==> src/rtl/mem_dcache_ctrl.sv <==
// Load/store sequencer between the EX/MEM register and the data-cache bus port.
// Aligns store data and strobes to the 8-byte lane and right-justifies load data.
module mem_dcache_ctrl #(
  parameter int unsigned AW = 64,
  parameter int unsigned DW = 64
) (
  input  logic          clk,
  input  logic          rst,
  input  logic          req_valid_i,
  input  logic          req_we_i,
  input  logic [AW-1:0] req_addr_i,
  input  logic [DW-1:0] req_wdata_i,
  input  logic [2:0]    req_funct3_i,
  output logic          bus_req_o,
  output logic          bus_we_o,
  output logic [AW-1:0] bus_addr_o,
  output logic [DW-1:0] bus_wdata_o,
  output logic [7:0]    bus_wstrb_o,
  input  logic          bus_ready_i,
  input  logic          bus_rvalid_i,
  input  logic [DW-1:0] bus_rdata_i,
  output logic          dcache_data_valid_o,
  output logic [DW-1:0] dcache_data_o,
  output logic          misalign_o
);

  localparam int unsigned OW = 3;

  typedef enum logic [1:0] {
    IDLE   = 2'd0,
    REQ    = 2'd1,
    WAIT_R = 2'd2,
    DONE   = 2'd3
  } state_e;

  state_e        state_q, state_d;
  logic          bus_req_q, bus_req_d;
  logic          bus_we_q, bus_we_d;
  logic [AW-1:0] bus_addr_q, bus_addr_d;
  logic [DW-1:0] bus_wdata_q, bus_wdata_d;
  logic [7:0]    bus_wstrb_q, bus_wstrb_d;
  logic [1:0]    size_q, size_d;
  logic [OW-1:0] off_q, off_d;
  logic [DW-1:0] data_q, data_d;
  logic          misalign_q, misalign_d;

  logic [OW-1:0] off_c;
  logic [7:0]    mask_c;
  logic          misalign_c;
  logic [DW-1:0] lane_mask_c;
  logic          unused_c;

  assign off_c    = req_addr_i[OW-1:0];
  assign unused_c = req_funct3_i[2];

  // Byte mask and natural-alignment test for the incoming request size
  always_comb begin
    mask_c     = 8'h01;
    misalign_c = 1'b0;
    case (req_funct3_i[1:0])
      2'b00: begin mask_c = 8'h01; misalign_c = 1'b0;                end
      2'b01: begin mask_c = 8'h03; misalign_c = off_c[0];            end
      2'b10: begin mask_c = 8'h0F; misalign_c = |off_c[1:0];         end
      2'b11: begin mask_c = 8'hFF; misalign_c = |off_c;              end
    endcase
  end

  // Load-data mask for the registered access size
  always_comb begin
    lane_mask_c = '1;
    case (size_q)
      2'b00: lane_mask_c = DW'(64'h0000_0000_0000_00FF);
      2'b01: lane_mask_c = DW'(64'h0000_0000_0000_FFFF);
      2'b10: lane_mask_c = DW'(64'h0000_0000_FFFF_FFFF);
      2'b11: lane_mask_c = '1;
    endcase
  end

  // Next-state and registered-output logic
  always_comb begin
    state_d     = state_q;
    bus_req_d   = bus_req_q;
    bus_we_d    = bus_we_q;
    bus_addr_d  = bus_addr_q;
    bus_wdata_d = bus_wdata_q;
    bus_wstrb_d = bus_wstrb_q;
    size_d      = size_q;
    off_d       = off_q;
    data_d      = data_q;
    misalign_d  = misalign_q;
    case (state_q)
      IDLE: begin
        if (req_valid_i) begin
          if (misalign_c) begin
            misalign_d = 1'b1;
            data_d     = '0;
            state_d    = DONE;
          end else begin
            misalign_d  = 1'b0;
            bus_req_d   = 1'b1;
            bus_we_d    = req_we_i;
            bus_addr_d  = {req_addr_i[AW-1:OW], {OW{1'b0}}};
            bus_wdata_d = req_wdata_i << {off_c, 3'b000};
            bus_wstrb_d = req_we_i ? 8'(mask_c << off_c) : 8'h00;
            size_d      = req_funct3_i[1:0];
            off_d       = off_c;
            state_d     = REQ;
          end
        end
      end
      REQ: begin
        if (bus_ready_i) begin
          bus_req_d = 1'b0;
          state_d   = bus_we_q ? DONE : WAIT_R;
        end
      end
      WAIT_R: begin
        if (bus_rvalid_i) begin
          data_d  = (bus_rdata_i >> {off_q, 3'b000}) & lane_mask_c;
          state_d = DONE;
        end
      end
      DONE: state_d = IDLE;
      default: state_d = IDLE;
    endcase
  end

  // State and output registers with synchronous reset
  always_ff @(posedge clk) begin
    if (rst) begin
      state_q     <= IDLE;
      bus_req_q   <= 1'b0;
      bus_we_q    <= 1'b0;
      bus_addr_q  <= '0;
      bus_wdata_q <= '0;
      bus_wstrb_q <= '0;
      size_q      <= '0;
      off_q       <= '0;
      data_q      <= '0;
      misalign_q  <= 1'b0;
    end else begin
      state_q     <= state_d;
      bus_req_q   <= bus_req_d;
      bus_we_q    <= bus_we_d;
      bus_addr_q  <= bus_addr_d;
      bus_wdata_q <= bus_wdata_d;
      bus_wstrb_q <= bus_wstrb_d;
      size_q      <= size_d;
      off_q       <= off_d;
      data_q      <= data_d;
      misalign_q  <= misalign_d;
    end
  end

  // Non-memory instructions never stall; memory ones release in DONE
  assign dcache_data_valid_o = ((state_q == IDLE) && !req_valid_i) || (state_q == DONE);

  assign bus_req_o     = bus_req_q;
  assign bus_we_o      = bus_we_q;
  assign bus_addr_o    = bus_addr_q;
  assign bus_wdata_o   = bus_wdata_q;
  assign bus_wstrb_o   = bus_wstrb_q;
  assign dcache_data_o = data_q;
  assign misalign_o    = misalign_q;

endmodule

==> config.mk <==
export PLATFORM = sky130hd
export DESIGN_NAME = mem_dcache_ctrl
export DESIGN_NICKNAME = d
export VERILOG_FILES = /design/src/rtl/mem_dcache_ctrl.sv
export SDC_FILE = /design/constraint.sdc
export NUM_CORES = 1
export LEC_CHECK = 0
export ABC_AREA = 1
export BUFFER_PORTS_ARGS = -buffer_cell sky130_fd_sc_hd__buf_2
export CORE_UTILIZATION = 35
export CTS_BUF_LIST = sky130_fd_sc_hd__clkbuf_8
export DETAILED_ROUTE_END_ITERATION = 10
export PLACE_DENSITY = 0.63
export SETUP_SLACK_MARGIN = 0.4
export SLEW_MARGIN = 5
export SYNTH_ARGS = -nofsm -noshare
export SYNTH_HDL_FRONTEND = slang
export SYNTH_SLANG_ARGS = --single-unit
export TNS_END_PERCENT = 1
==> constraint.sdc <==
create_clock -name clk -period 1.9 [get_ports clk]
set_input_delay 0.285 -clock clk [delete_from_list [all_inputs] [get_ports clk]]
set_output_delay 0.285 -clock clk [all_outputs]
set_load 0.02 [all_outputs]
Word level (Yosys, flattened, before mapping)
Cells that the tools add are included.
{ "word_totals": {"elab_cells": 63, "ff_bits": 207, "in_bits": 201, "out_inout_bits": 204} }
{ "classes": {"mux": 19, "shift": 3, "n_reduce_logical": 15, "n_eq_ne": 14, "bitwise": 2} }
{ "op_table": {"columns": ["cell", "n"], "rows": [
  ["case mux 64 bit (4 select lines)", 1],
  ["two-way mux 64 bit", 3],
  ["case mux 64 bit (2 select lines)", 1],
  ["bitwise AND 64 bit", 1],
  ["left shift 64 x 6 -> 64 bit", 1],
  ["right shift 64 x 6 -> 64 bit", 1],
  ["case mux 8 bit (4 select lines)", 1],
  ["equality test 2 bit, second input constant", 6],
  ["!= test 2 bit, second input constant", 5],
  ["two-way mux 2 bit", 4],
  ["two-way mux 8 bit", 1],
  ["case mux 2 bit (4 select lines)", 1],
  ["AND reduction 4 bit", 2],
  ["left shift 8 x 3 -> 8 bit", 1],
  ["equality test 2 x 1 -> 1 bit, second input constant", 3],
  ["logical NOT 2 bit", 3],
  ["AND reduction 3 bit", 2],
  ["two-way mux 1 bit", 5],
  ["case mux 1 bit (4 select lines)", 1],
  ["nonzero test 2 bit", 2],
  ["OR reduction 3 bit", 1],
  ["case mux 1 bit (2 select lines)", 1],
  ["AND reduction 2 bit", 1],
  ["OR reduction 2 bit", 1],
  ["4 further kinds", 4]
]} }

Depth between registers and ports, before layout
{ "logic_depth": {"word_depth": 5, "depth_mapped": 11, "ltp_nobuf": 10} }

Worst setup path after synthesis
No wires, ideal clock.
{ "synth_timing": {"path_kind": "register -> register", "startpoint": "register state_q[0]", "endpoint": "register data_q[35], in the netlist dcache_data_o[35]", "setup_ps": 116, "n_path_buf": 2, "path_slack_ps": 133, "required_ps": 1784, "period_less_slack_ps": 1767, "stages_incl_launch_ff": 11, "t_arrival_ps": 1651, "path_cell_list": "dfxtp_1 inv_1 ha_1 buf_2 nand2_1 inv_1 nand3_1 buf_1 nor2_1 o21ai_0 nor2_1"} }
{ "synth_via": {"elab_chain_len": 3, "elab_cells_between_ends": 8, "classes_between": "eq/ne: 4; mux: 1; reduce/logical: 3"} }
{ "synth_rtl": {"columns": ["element", "line", "text"], "rows": [
  ["start: declaration", "36", "state_e state_q, state_d;"],
  ["start signal: assignment", "142", "state_q <= state_d;"],
  ["equality test 2 bit / logical NOT 2 bit (equally long branches)", "91", "case (state_q)"],
  ["!= test 2 bit (no source line) / nonzero test 2 bit (equally long branches)", null, null],
  ["AND reduction 4 bit (no source line)", null, null],
  ["end signal: assignment", "150", "data_q <= data_d;"],
  ["end: declaration", "44", "logic [DW-1:0] data_q, data_d;"]
]} }
Parallel ways exist; a longest one is shown, timed or not.
A chain may end at the register's enable or synchronous reset.

Worst setup path in the final report
{ "layout_timing": {"startpoint": "register state_q[1]", "endpoint": "output port dcache_data_valid_o"} }
{ "layout_via": {"elab_chain_len": 3, "elab_cells_between_ends": 4, "classes_between": "eq/ne: 1; reduce/logical: 3"} }
{ "layout_rtl": {"columns": ["element", "line", "text"], "rows": [
  ["logical NOT 2 bit", "156", "assign dcache_data_valid_o = ((state_q == IDLE) && !req_valid_i) || (state_q == DONE);"],
  ["logical AND 1 bit", "156", null],
  ["logical OR 1 bit *", "156", null],
  ["end: declaration", "22", "output logic dcache_data_valid_o,"]
]} }
Mark *: on every way between the ends. The rest lies on a longest branch, timed or not.

==> flow_metrics.tcl <==
set metrics [dict create \
    drt_iter0_drc 1114 \
    reg2reg_setup_slack_ns 0.21 \
    hold-path-endpoint "bus_wdata_o[5]" \
    yosysWarnings 0 \
    multi_input_area_mm2 0.00627 \
    grt_pass1_wl_um 70100 \
    hold_slack_ns 0.0491 \
    pre_cts_ws_ns 0.00951 \
    drive_gt1_frac 0.259 \
    layout_common_cells "nand2_1 (700), buf_2 (399), nor2_1 (208)" \
    drt_pass1_iterations 6 \
    overflow 0 \
    syn_area_per_cell_um2 6.08 \
    viasPerCell 5.07 \
    crit_chain "inv_4 -> ha_4 -> nand2_4 -> nand2_4 -> buf_6" \
    synthTopCellsByArea "dfxtp_1 (37%), nand2_1 (24%), nand3_1 (8.8%)" \
    ys_types 30 \
    fp.dieH_um 181 \
    hpwl_um 31900 \
    setup_ws_ns 0.211 \
    p_per_area_mw_per_mm2 1210 \
    track_usage 0.270 \
    finalHoldViolCount 0 \
    routed_wl_um 45600 \
    slew_headroom 0.505 \
    crit_fanout 5 \
    ctsHtreeMaxLevel 2 \
    critPathLaunchType "register" \
    clk_latency_ns 0.54 \
    hp-class "in -> reg" \
    maxSlewViolCount 0 \
    synth-seq-cells 207 \
    crit_slowest_cell "dfxtp_4" \
    min_period_over_period 0.889 \
    clockBufferDepth 3 \
    route.detailed.drc 0 \
    p_leak_uw 0.00795 \
    ant_nets 0 \
    worstSetupEndpointType "primary output" \
    tightest_slew_ns 0.742 \
    timing.rr.start "state_q[1]" \
    grt_max_degree 76 \
    critPathBufInv 2 \
    fmax_mhz 592 \
    hold_depth 3 \
    synthToLayoutAreaGrowth_pct 40.9 \
    synthesis.area_mm2 0.0112 \
    fill_cells 3302 \
    crit_type "reg -> out" \
    synth_top_area_share 0.371 \
    status "finished clean" \
    register_area_mm2 0.00415 \
    cts.sinks 207 \
    fp-row-count 65 \
    cp-startpoint "state_q[1]" \
    dieArea_mm2 0.0326 \
    layout.cells.most_common "nand2_1" \
    reg2reg_depth 10 \
    setup_viol 0 \
    nNetsFinal 2497 \
    synthCells 1836 \
    cts-root-buf "clkbuf_8" \
    grt_pass1_vias 13100 \
    cp_slowest_stage_delay_ns 0.39 \
    cts_made_buffers 40 \
    irDropWorstVdd_mv 0.676 \
    via_count 13800 \
    timing.rr.end "dcache_data_o[27]" \
    io_buffers 400 \
    start_util 0.354 \
    worst_ep_required_time_ns 1.62 \
    worstHoldStart "req_wdata_i[5]" \
    io_pins 405 \
    cpMostUsedCell "nand2_4" \
    cts_tree "yes" \
    rsz0062_at_grt "true" \
    fin_crit_ns 1.69 \
    yosysSeqAreaShare 0.371 \
    gp_congestion 0.926 \
    critical_path_arrival_ns 1.40 \
    clk_pin_slew_ns 0.06 \
    fin_tns_setup_ns 0 \
    final_core_util 0.499 \
    cp_top_family "flip-flops" \
    fin_skew_ns 0.0302 \
    core_region_area_mm2 0.0315 \
    yosys.area.top_type "dfxtp_1" \
    wl_per_cell_um 16.7 \
    drv_cap 0 \
    antenna_found_initial 7 \
    die_x_um 181 \
]
synthesized netlist by cell type (all sizes together):
| master | number |
|---|---|
| o22ai | 1 |
| o21a | 1 |
| nand3 | 197 |
| nor3 | 8 |
| or2 | 5 |
| clkinv | 1 |
| dfxtp | 207 |
| o211ai | 24 |
| nand4 | 7 |
| ha | 5 |
| nor2 | 213 |
| inv | 73 |
| a21oi | 131 |
| buf | 74 |
| a31oi | 1 |
| clkbuf | 65 |
| o21ai | 107 |
| and2 | 1 |
| nand2 | 708 |
| conb | 1 |
| o31ai | 6 |
through the flow:
step                total power, µW  std cells  cell area, µm²
global placement              13500       2574           13900
floorplan                     10800       1838           11200
global route                  20300       2729           15700
detailed placement            13600       2574           13900
finish                        19000       2730           15700
CTS                           18600       2718           15500
routing by layer:
layer,track usage,wire length [µm],up-vias
li1,-,-,6811
met1,0.325,18400,6308
met2,0.460,21800,626
met3,0.0622,3780,89
met4,0.111,1640,2
met5,0,10,-
layout make-up:
| class | count | share of cell area |
|---|---|---|
| antenna | 6 | 0.000955 |
| clock inverter | 23 | 0.0106 |
| timing repair buffer | 549 | 0.231 |
| tap | 402 | 0.0320 |
| inverter | 74 | 0.0183 |
| clock buffer | 50 | 0.0438 |
| sequential | 207 | 0.264 |
| multi-input combinational | 1419 | 0.399 |
registers in the layout (all words and copies together) (netlist names):
signal	count
dcache_data_o	64
bus_wstrb_o	8
state_q	2
size_q	2
bus_wdata_o	64
bus_req_o	1
misalign_o	1
off_q	3
bus_we_o	1
bus_addr_o	61
timing repair:
action | in CTS | in global routing
pin swaps | 3 | 6
setup endpoints to repair | 207 | 208
resized for setup | 22 | 51
hold buffers | 61 | 0
cloned | 2 | 2
setup buffers | 8 | 4
endpoints found under the hold margin | 61 | 0
logic make-up (layout without fill, tap and decap cells):
| kind of cell | after synthesis | in the layout | synth area share |
|---|---|---|---|
| AND/OR/NAND/NOR | 1139 | 1140 | 0.412 |
| buffers and inverters | 213 | 696 | 0.0815 |
| AO/OA/AOI/OAI | 271 | 271 | 0.129 |
| adder cells (fa/ha/maj) | 5 | 5 | 0.00561 |
| other | 1 | 9 | 0.000336 |
| flip-flops | 207 | 207 | 0.371 |
report_power, final:
| part | total [µW] | leakage (µW) | switching (µW) | internal (µW) |
|---|---|---|---|---|
| sequential | 5750 | 0.00169 | 503 | 5250 |
| combinational | 8590 | 0.00578 | 5420 | 3170 |
| clock | 4680 | 0.000482 | 2020 | 2660 |
worst max path at each step:
stage                                to  depth (start not counted)
finish              dcache_data_valid_o                          5
global route          dcache_data_o[62]                         11
CTS                 dcache_data_valid_o                          5
detailed placement    dcache_data_o[10]                         10
global placement      dcache_data_o[39]                         10
floorplan             dcache_data_o[35]                         11
tightest hold or removal path: stages:
cell and delay [ns]:
buf_2 0.12, nand3_1 0.08, o21ai_1 0.06
Note: power is estimated with default switching activity, not from simulation.
